$ cat config.mk
export PLATFORM = sky130hd
export DESIGN_NAME = manual_key_ctl
export DESIGN_NICKNAME = d
export VERILOG_FILES = /design/src/rtl/manual_key_ctl.sv
export SDC_FILE = /design/constraint.sdc
export NUM_CORES = 1
export LEC_CHECK = 0
export CORE_UTILIZATION = 54
export CTS_BUF_LIST = sky130_fd_sc_hd__clkbuf_16
export DETAILED_ROUTE_END_ITERATION = 16
export MAX_ROUTING_LAYER = met4
export PLACE_DENSITY = 0.88
export RECOVER_POWER = 50
export SLEW_MARGIN = 40
export SYNTH_ARGS = -nofsm -noshare
export SYNTH_HDL_FRONTEND = slang
export SYNTH_SLANG_ARGS = --single-unit
export TNS_END_PERCENT = 5
$ cat constraint.sdc
create_clock -name clk -period 1.7 [get_ports clk]
set_input_delay 0.51 -clock clk [delete_from_list [all_inputs] [get_ports clk]]
set_output_delay 0.51 -clock clk [all_outputs]
set_load 0.1 [all_outputs]
$ cat src/rtl/manual_key_ctl.sv
// PDP-8/I front-panel key sequencer: conditions console keys, requests manual timing, emits MFTP-driven strobes.
// Define KEY_DEBOUNCE_EN to include the per-key debounce stage; otherwise synchronized levels are used directly.
module manual_key_ctl #(
    parameter int DEBOUNCE_CYCLES = 100000,
    parameter int CNT_W           = 17,
    parameter int WAIT_MAX        = 1024
) (
    input  logic clk,
    input  logic rst,
    input  logic key_start,
    input  logic key_load_add,
    input  logic key_dep,
    input  logic key_exam,
    input  logic key_cont,
    input  logic key_stop,
    input  logic run,
    input  logic mftp0,
    input  logic mftp1,
    input  logic mftp2,
    output logic mfts_req,
    output logic ld_pc_sr,
    output logic ld_ma_pc,
    output logic mem_rd,
    output logic mem_wr,
    output logic mb_sr,
    output logic pc_inc,
    output logic clr_acl,
    output logic set_run,
    output logic stop_req,
    output logic busy,
    output logic fault
);

    localparam int NK = 6;
    localparam int WW = $clog2(WAIT_MAX + 1);

    typedef enum logic [2:0] {S_IDLE, S_ARM, S_T1, S_T2, S_RELEASE} state_t;
    typedef enum logic [2:0] {F_NONE, F_START, F_LOAD, F_DEP, F_EXAM, F_CONT} func_t;

    logic [NK-1:0] key_raw, sync1, sync2, db_lvl;
    logic [4:0]    db_q, press;
    logic [2:0]    mftp, mftp_q, mftp_edge;
    state_t        state, state_next;
    func_t         func, sel_func;
    logic [WW-1:0] wait_cnt;
    logic          expected_edge, timeout_hit;
    logic [7:0]    strobe_d, strobe_q;

    // Key index: 0 START, 1 LOAD ADD, 2 DEP, 3 EXAM, 4 CONT, 5 STOP
    assign key_raw = {key_stop, key_cont, key_exam, key_dep, key_load_add, key_start};
    assign mftp    = {mftp2, mftp1, mftp0};

    always_ff @(posedge clk or posedge rst) begin
        if (rst) begin
            sync1 <= '0;
            sync2 <= '0;
        end else begin
            sync1 <= key_raw;
            sync2 <= sync1;
        end
    end

`ifdef KEY_DEBOUNCE_EN
    logic [CNT_W-1:0] db_cnt [NK];

    // A level change is accepted only after DEBOUNCE_CYCLES consecutive disagreeing samples
    always_ff @(posedge clk or posedge rst) begin
        if (rst) begin
            db_lvl <= '0;
            for (int i = 0; i < NK; i++) db_cnt[i] <= '0;
        end else begin
            for (int i = 0; i < NK; i++) begin
                if (sync2[i] == db_lvl[i]) begin
                    db_cnt[i] <= '0;
                end else if (db_cnt[i] == CNT_W'(DEBOUNCE_CYCLES - 1)) begin
                    db_lvl[i] <= sync2[i];
                    db_cnt[i] <= '0;
                end else begin
                    db_cnt[i] <= db_cnt[i] + 1'b1;
                end
            end
        end
    end
`else
    assign db_lvl = sync2;
`endif

    always_ff @(posedge clk or posedge rst) begin
        if (rst) begin
            db_q   <= '0;
            mftp_q <= '0;
        end else begin
            db_q   <= db_lvl[4:0];
            mftp_q <= mftp;
        end
    end

    assign press     = db_lvl[4:0] & ~db_q;
    assign mftp_edge = mftp & ~mftp_q;
    assign stop_req  = db_lvl[5];

    always_comb begin
        sel_func = F_NONE;
        if      (press[0]) sel_func = F_START;
        else if (press[1]) sel_func = F_LOAD;
        else if (press[2]) sel_func = F_DEP;
        else if (press[3]) sel_func = F_EXAM;
        else if (press[4]) sel_func = F_CONT;
    end

    // An expected edge beats a timeout landing in the same cycle
    always_comb begin
        expected_edge = 1'b0;
        case (state)
            S_ARM:   expected_edge = mftp_edge[0];
            S_T1:    expected_edge = mftp_edge[1];
            S_T2:    expected_edge = mftp_edge[2];
            default: expected_edge = 1'b0;
        endcase
        timeout_hit = (state == S_ARM || state == S_T1 || state == S_T2)
                      && !expected_edge && (wait_cnt == WW'(WAIT_MAX - 1));
    end

    always_ff @(posedge clk or posedge rst) begin
        if (rst) state <= S_IDLE;
        else     state <= state_next;
    end

    always_comb begin
        state_next = state;
        case (state)
            S_IDLE:    if (!run && sel_func != F_NONE) state_next = S_ARM;
            S_ARM:     if (expected_edge) state_next = S_T1; else if (timeout_hit) state_next = S_RELEASE;
            S_T1:      if (expected_edge) state_next = S_T2; else if (timeout_hit) state_next = S_RELEASE;
            S_T2:      if (expected_edge || timeout_hit) state_next = S_RELEASE;
            S_RELEASE: if (db_lvl[4:0] == '0) state_next = S_IDLE;
            default:   state_next = S_IDLE;
        endcase
    end

    // strobe_d bits: ld_pc_sr, ld_ma_pc, mem_rd, mem_wr, mb_sr, pc_inc, clr_acl, set_run
    always_comb begin
        mfts_req = (state == S_ARM) || (state == S_T1) || (state == S_T2);
        busy     = (state != S_IDLE);
        strobe_d = 8'h00;
        if (expected_edge) begin
            case (state)
                S_ARM: if (func == F_EXAM || func == F_DEP) strobe_d = 8'h40;
                S_T1: begin
                    case (func)
                        F_LOAD:  strobe_d = 8'h80;
                        F_EXAM:  strobe_d = 8'h20;
                        F_DEP:   strobe_d = 8'h18;
                        F_START: strobe_d = 8'h02;
                        default: strobe_d = 8'h00;
                    endcase
                end
                S_T2: begin
                    if (func == F_EXAM || func == F_DEP)         strobe_d = 8'h04;
                    else if (func == F_START || func == F_CONT) strobe_d = 8'h01;
                end
                default: strobe_d = 8'h00;
            endcase
        end
    end

    always_ff @(posedge clk or posedge rst) begin
        if (rst) begin
            func     <= F_NONE;
            fault    <= 1'b0;
            wait_cnt <= '0;
            strobe_q <= '0;
        end else begin
            strobe_q <= strobe_d;
            if (state == S_IDLE && state_next == S_ARM) begin
                func  <= sel_func;
                fault <= 1'b0;
            end
            if (timeout_hit) fault <= 1'b1;
            if (state != state_next)   wait_cnt <= '0;
            else if (mfts_req)         wait_cnt <= wait_cnt + 1'b1;
        end
    end

    assign {ld_pc_sr, ld_ma_pc, mem_rd, mem_wr, mb_sr, pc_inc, clr_acl, set_run} = strobe_q;

endmodule
==> impl_metrics.py, run 1 <==
metrics = {
    "status": {
        "status": "complete, but fails checks",
        "violations": "setup timing",
    },
    "yosys": {
        "synth_nets": 169,
        "synth_ff_type": "dfrtp_1",
        "synth_area_um2": 1931,
        "async_flop_share_pct": 100.0,
        "synthCells": 156,
        "yosys_warnings": 0,
        "yosysUniqueCellTypes": 48,
        "ys_ff_latch": 45,
        "synth_edf_count": 0,
        "syn_avg_cell_area_um2": 12.38,
        "yosysSeqAreaShare_pct": 58.33,
    },
    "final_layout": {
        "stdcell_count": 251,
        "area_growth_pct": 37.78,
        "finish.instance_area_um2": 2660,
        "multi_input_area_um2": 767.0,
        "fin_util_pct": 78.48,
        "final_common_cell": "dfrtp_1",
        "insertedDiodeCount": 0,
        "nNetsFinal": 217,
        "nFillCells": 177,
        "final_cell_mix": "43 x dfrtp_1, 17 x buf_4, 14 x nor2_1",
        "regArea_um2": 1129,
        "drive_gt1_share_pct": 36.10,
    },
    "placed_design": {
        "placed_area_um2": 2417,
        "place_ws_ps": -273.5,
        "gp_congestion": 0.8541,
        "io_buffers": 23,
        "dp.cells": 234,
        "dp_hpwl_mm": 2.508,
    },
    "sta": {
        "fin_ws_ps": -156.7,
        "finalSetupViolCount": 18,
        "fin_tns_setup_ps": -1764,
        "tightest_slew_ps": 970.5,
        "rsz0062_at_grt": "true",
        "slew_violations": 0,
        "fin_skew_ps": 4.512,
        "hold_viol": 0,
        "clock.fmax_mhz": 538.6,
        "layout_min_cycle_time_ps": 1857,
        "period_share_pct": 109.2,
        "slew_headroom_pct": 35.30,
    },
    "power": {
        "ir_drop_uv": 1500,
        "leakagePower_nw": 1.155,
        "power_density_nw_per_um2": 1619,
    },
    "clocking": {
        "cts_tree": "built",
        "hold_buffers": 0,
        "h-tree-depth": 2,
        "cts_buffer_depth": 2,
        "cts_buffers": 5,
        "clock_latency_ps": 290,
        "root_buffer": "clkbuf_16",
        "path_clk_slew_ps": 70,
        "clkSinkCount": 45,
    },
    "critical_path": {
        "startpoint_type": "flop",
        "cp_max_fo": 4,
        "cp.arrival_ps": 1350,
        "critPathKind": "reg2out",
        "critPathCaptureType": "primary output",
        "crit_required_ps": 1190,
    },
    "routing": {
        "ant_nets": 0,
        "first_pass_iters": 4,
        "routed_wl_mm": 4.689,
        "drt-wirelength-per-cell_um": 18.68,
        "drc": 0,
        "vias_per_cell": 5.745,
        "vias": 1442,
        "drtIter0Drc": 88,
    },
    "job": {
        "drv_cap": 0,
    },
    "global_routing": {
        "grt-ovfl-total": 0,
        "grt_start_max_net_pins": 46,
        "grt_pass1_vias": 1371,
        "antenna_found_initial": 0,
        "track_usage_pct": 25.23,
        "grt_first_pass_wirelength_mm": 6.334,
    },
    "die": {
        "coreArea_um2": 3390,
        "start_util_pct": 56.96,
        "die_width_um": 61.79,
        "die_y_um": 61.79,
        "ioPinCount": 24,
        "num_rows": 21,
        "dieArea_um2": 3818,
    },
    "hold_path": {
        "hold_path.class": "reg2reg",
    },
}
[power by group]
part / internal [W] / switching (W)
sequential: 0.00121 / 0.000180
clock: 0.000560 / 0.000436
combinational: 0.000815 / 0.00111
[repair_timing]
| item | in CTS | in global routing |
|---|---|---|
| resized for setup | 1 | 10 |
| pin swaps | 4 | 9 |
| buffers inserted | 7 | 2 |
| setup endpoints to repair | 3 | 18 |
[critical path: stages (launching register included)]
cell,delay [ps]
dfrtp_1,450
or3_4,430
buf_12,180
[synthesized netlist by cell type, types with 2 or more instances]
master    number  area share, %
a21oi_1        6            1.6
a21oi_2       10            4.5
and3_1         2           0.65
buf_6          4            2.3
dfrtp_1       45             58
inv_1          4           0.78
inv_2          2           0.39
nand2_1       10            1.9
nand2b_1       2           0.65
nand3_1        4            1.0
nand4_1        3           0.97
nor2_1        15            2.9
nor2b_1        2           0.65
nor3_2         3            1.6
nor4_2         2            1.3
o21ai_0        3           0.78
xnor2_1        6            2.7
xor2_1         3            1.4
[routing by layer]
layer  GRT usage, %  vias to the layer above  share of wire [%]
li1               -                      643                  -
met1          28.15                      706                 39
met2          40.25                       68                 51
met3          6.625                       25                4.8
met4          15.87                        0                5.1
met5              -                        -                  0
[sequential cells by signal (all words and copies together) (netlist names)]
| register | count |
|---|---|
| db_lvl | 6 |
| db_q | 5 |
| fault | 1 |
| func | 3 |
| mftp_q | 3 |
| state | 3 |
| strobe_q | 7 |
| sync1 | 6 |
| wait_cnt | 11 |
[worst paths after layout]
kind,from,endpoint,slack [ps],depth (start not counted)
worst max-delay path,state[1],busy,-160,2
worst min-delay path,sync1[3],db_lvl[3],350,0
worst max register to register,state[1],state[2],-100,7
worst min register to register,sync1[3],db_lvl[3],350,0
max in group asynchronous,rst,state[0],210,3
min in group asynchronous,rst,sync1[0],820,3
[area by class of cell]
class,instances,area share [%]
multi-input combinational,100,28.83
sequential,45,42.43
tap,46,2.164
timing repair buffer,46,20.04
inverter,6,0.8467
clock inverter,3,0.9878
clock buffer,5,4.704
[kinds of logic (layout without fill, tap and decap cells)]
kind of cell / Yosys count / count (layout) / synth area share [%]
muxes: 2 / 2 / 1.296
and+or+nand+nor: 58 / 58 / 19.57
adders and majority gates: 1 / 1 / 0.6480
xor gates and xnor gates: 9 / 9 / 4.083
buffers and inverters: 11 / 60 / 3.888
AOI/OAI and AO/OA: 30 / 30 / 12.18
DFF: 45 / 45 / 58.33
[per-stage QoR]
| stage | total power, W | hold slack [ps] |
|---|---|---|
| 6_report | 0.004308 | 349.4 |
| 5_1_grt | 0.004461 | 361.0 |
| 4_1_cts | 0.004139 | 350.9 |
| 3_5_place_dp | 0.002962 | 335.5 |
| 3_3_place_gp | 0.002898 | 332.4 |
| 2_1_floorplan | 0.002497 | 331.2 |
Power figures use the tool's default switching activity.
==> inputs of run 2 (changes only) <==
--- a/config.mk
+++ b/config.mk
@@ -5,6 +5,7 @@
 export SDC_FILE = /design/constraint.sdc
 export NUM_CORES = 1
 export LEC_CHECK = 0
+export CORE_ASPECT_RATIO = 0.9
 export CORE_UTILIZATION = 54
 export CTS_BUF_LIST = sky130_fd_sc_hd__clkbuf_16
 export DETAILED_ROUTE_END_ITERATION = 16
==> run 2 against run 1 <==
  * The flow still finishes with violations (setup timing)
  * Global-route usage about the same
  * Via count decreased by 4.5%
  * Utilization down 1.5 points
  * First-iteration DRC count shrank 40%
  * Clock skew is essentially flat
  * Total power down 2.4%
  * Flip-flop and latch count did not move
  * Critical endpoint unchanged
  * Highest routed layer unchanged
==> impl_metrics.py, run 2 (synthesized netlist as in run 1, its figures left out) <==
metrics = {
    "global_routing": {
        "grt_pass1_vias": 1374,
        "grt-ovfl-total": 0,
        "grt_start_max_net_pins": 46,
        "track_usage_pct": 25.25,
        "grt_first_pass_wirelength_mm": 6.644,
        "antenna_found_initial": 0,
    },
    "power": {
        "clock_power_share_pct": 25.0,
        "power.total_w": 0.004203,
        "power_density_nw_per_um2": 1603,
        "pwr-share-comb_pct": 42.2,
        "internal_power_w": 0.002612,
        "leakagePower_nw": 1.125,
        "seq_power_share_pct": 32.8,
        "swShare_pct": 37.84,
        "ir_drop_uv": 1553,
        "p_sw_w": 0.001590,
    },
    "die": {
        "die_y_um": 58.73,
        "die_width_um": 65.03,
        "coreArea_um2": 3403,
        "dieArea_um2": 3819,
        "ioPinCount": 24,
        "num_rows": 20,
        "start_util_pct": 56.73,
    },
    "clocking": {
        "clock_latency_ps": 280,
        "clkSinkCount": 45,
        "cts_tree": "built",
        "h-tree-depth": 2,
        "cts_buffer_depth": 2,
        "cts_buffers": 5,
        "path_clk_slew_ps": 60,
        "root_buffer": "clkbuf_16",
        "hold_buffers": 0,
    },
    "routing": {
        "first_pass_iters": 4,
        "routed_wl_mm": 4.019,
        "drt-wirelength-per-cell_um": 16.68,
        "vias_per_cell": 5.714,
        "drc": 0,
        "vias": 1377,
        "drtIter0Drc": 53,
        "ant_nets": 0,
    },
    "sta": {
        "tightest_slew_ps": 984.3,
        "period_share_pct": 107.0,
        "finalSetupViolCount": 2,
        "slew_headroom_pct": 34.38,
        "clock.fmax_mhz": 549.7,
        "layout_min_cycle_time_ps": 1819,
        "fin_skew_ps": 4.426,
        "rsz0062_at_grt": "true",
        "hold_viol": 0,
        "fin_ws_ps": -119.1,
        "slew_violations": 0,
    },
    "placed_design": {
        "dp.cells": 229,
        "io_buffers": 23,
        "gp_congestion": 0.9054,
        "dp_hpwl_mm": 2.641,
        "place_ws_ps": -298.8,
    },
    "critical_path": {
        "critPathCaptureType": "primary output",
        "critical-path-max-stage-delay_ps": 430,
        "crit_required_ps": 1190,
        "cp_max_fo": 3,
        "cp_cell_sequence": "or3_4 > buf_12",
        "crit_slowest_cell": "dfrtp_2",
        "startpoint_type": "flop",
        "cp.arrival_ps": 1310,
        "crit_buf_inv": 1,
        "critical_path_depth": 2,
        "critPathKind": "reg2out",
        "critical-path-top-delay-family": "flip-flops",
        "reg2reg_depth": 7,
    },
    "job": {
        "drv_cap": 0,
    },
    "final_layout": {
        "largestRegisters": "wait_cnt x11, strobe_q x7",
        "drive_gt1_share_pct": 35.03,
        "area_growth_pct": 35.77,
        "nNetsFinal": 209,
        "largest_reg_flops": 11,
        "stdcell_count": 241,
        "regMostFlops": "wait_cnt",
        "insertedDiodeCount": 0,
        "final_cell_mix": "42 x dfrtp_1, 14 x nor2_1, 13 x buf_12",
        "regArea_um2": 1130,
        "nFillCells": 203,
        "final_common_cell": "dfrtp_1",
        "multi_input_area_um2": 778.2,
    },
    "status": {
        "status": "complete, but fails checks",
        "violations": "setup timing",
    },
    "hold_path": {
        "min_delay_path_depth": 0,
        "hold_path.class": "reg2reg",
    },
}
==> run 2: final timing paths <==
kind / startpoint / end / slack (ps)
min in group asynchronous: rst / wait_cnt[3] / 840
worst min-delay path: sync1[3] / db_lvl[3] / 350
worst max register to register: state[0] / wait_cnt[10] / 20
worst max-delay path: state[0] / busy / -120
max in group asynchronous: rst / state[0] / 180
worst min register to register: sync1[3] / db_lvl[3] / 350
==> run 2: power by group through the flow <==
stage / Clock [W] / Sequential, W / Combinational (W)
finish: 0.00105 / 0.00138 / 0.00177
global route: 0.00110 / 0.00140 / 0.00187
CTS: 0.00106 / 0.00137 / 0.00171
detailed placement: 0 / 0.00139 / 0.00156
global placement: 0 / 0.00138 / 0.00150
floorplan: 0 / 0.00139 / 0.00111
==> run 2: layer usage <==
metal / track usage [%] / wire [µm] / vias up
met1: 29.05 / 1610 / 668
met3: 5.233 / 225 / 14
met5: - / 0 / -
met4: 13.66 / 124 / 0
li1: - / - / 625
met2: 41.82 / 2058 / 70
==> run 2: area by class of cell <==
cell class	count	share of cell area [%]
Clock inverter	3	1.432
Multi-Input combinational cell	100	29.69
Clock buffer	5	4.773
Sequential cell	45	43.10
Timing Repair Buffer	38	18.04
Inverter	6	0.8592
Tap cell	44	2.100
==> run 2: through the flow <==
stage / hold WS, ps / utilization [%] / cell area (µm²) / TNS (ps)
finish: 348.9 / 77.02 / 2621 / -206.6
global route: 359.1 / 77.02 / 2621 / -733.2
CTS: 348.3 / 76.47 / 2603 / -215.6
detailed placement: 335.5 / 70.29 / 2392 / -3788
global placement: 331.4 / 70.29 / 2392 / -2554
floorplan: 331.2 / - / 1932 / -684.0
==> run 2: what timing repair did <==
action	4_1_cts	5_1_grt
pin swaps	2	4
endpoints found under the setup margin	14	21
cloned	0	0
setup buffers	4	0
resized for setup	6	10
==> inputs of run 3 (changes only) <==
--- a/config.mk
+++ b/config.mk
@@ -12,7 +12,6 @@
 export MAX_ROUTING_LAYER = met4
 export PLACE_DENSITY = 0.88
 export RECOVER_POWER = 50
-export SLEW_MARGIN = 40
 export SYNTH_ARGS = -nofsm -noshare
 export SYNTH_HDL_FRONTEND = slang
 export SYNTH_SLANG_ARGS = --single-unit
==> results of run 3 <==
No change in the layout: final DEF, timing and power equal those of run 2.
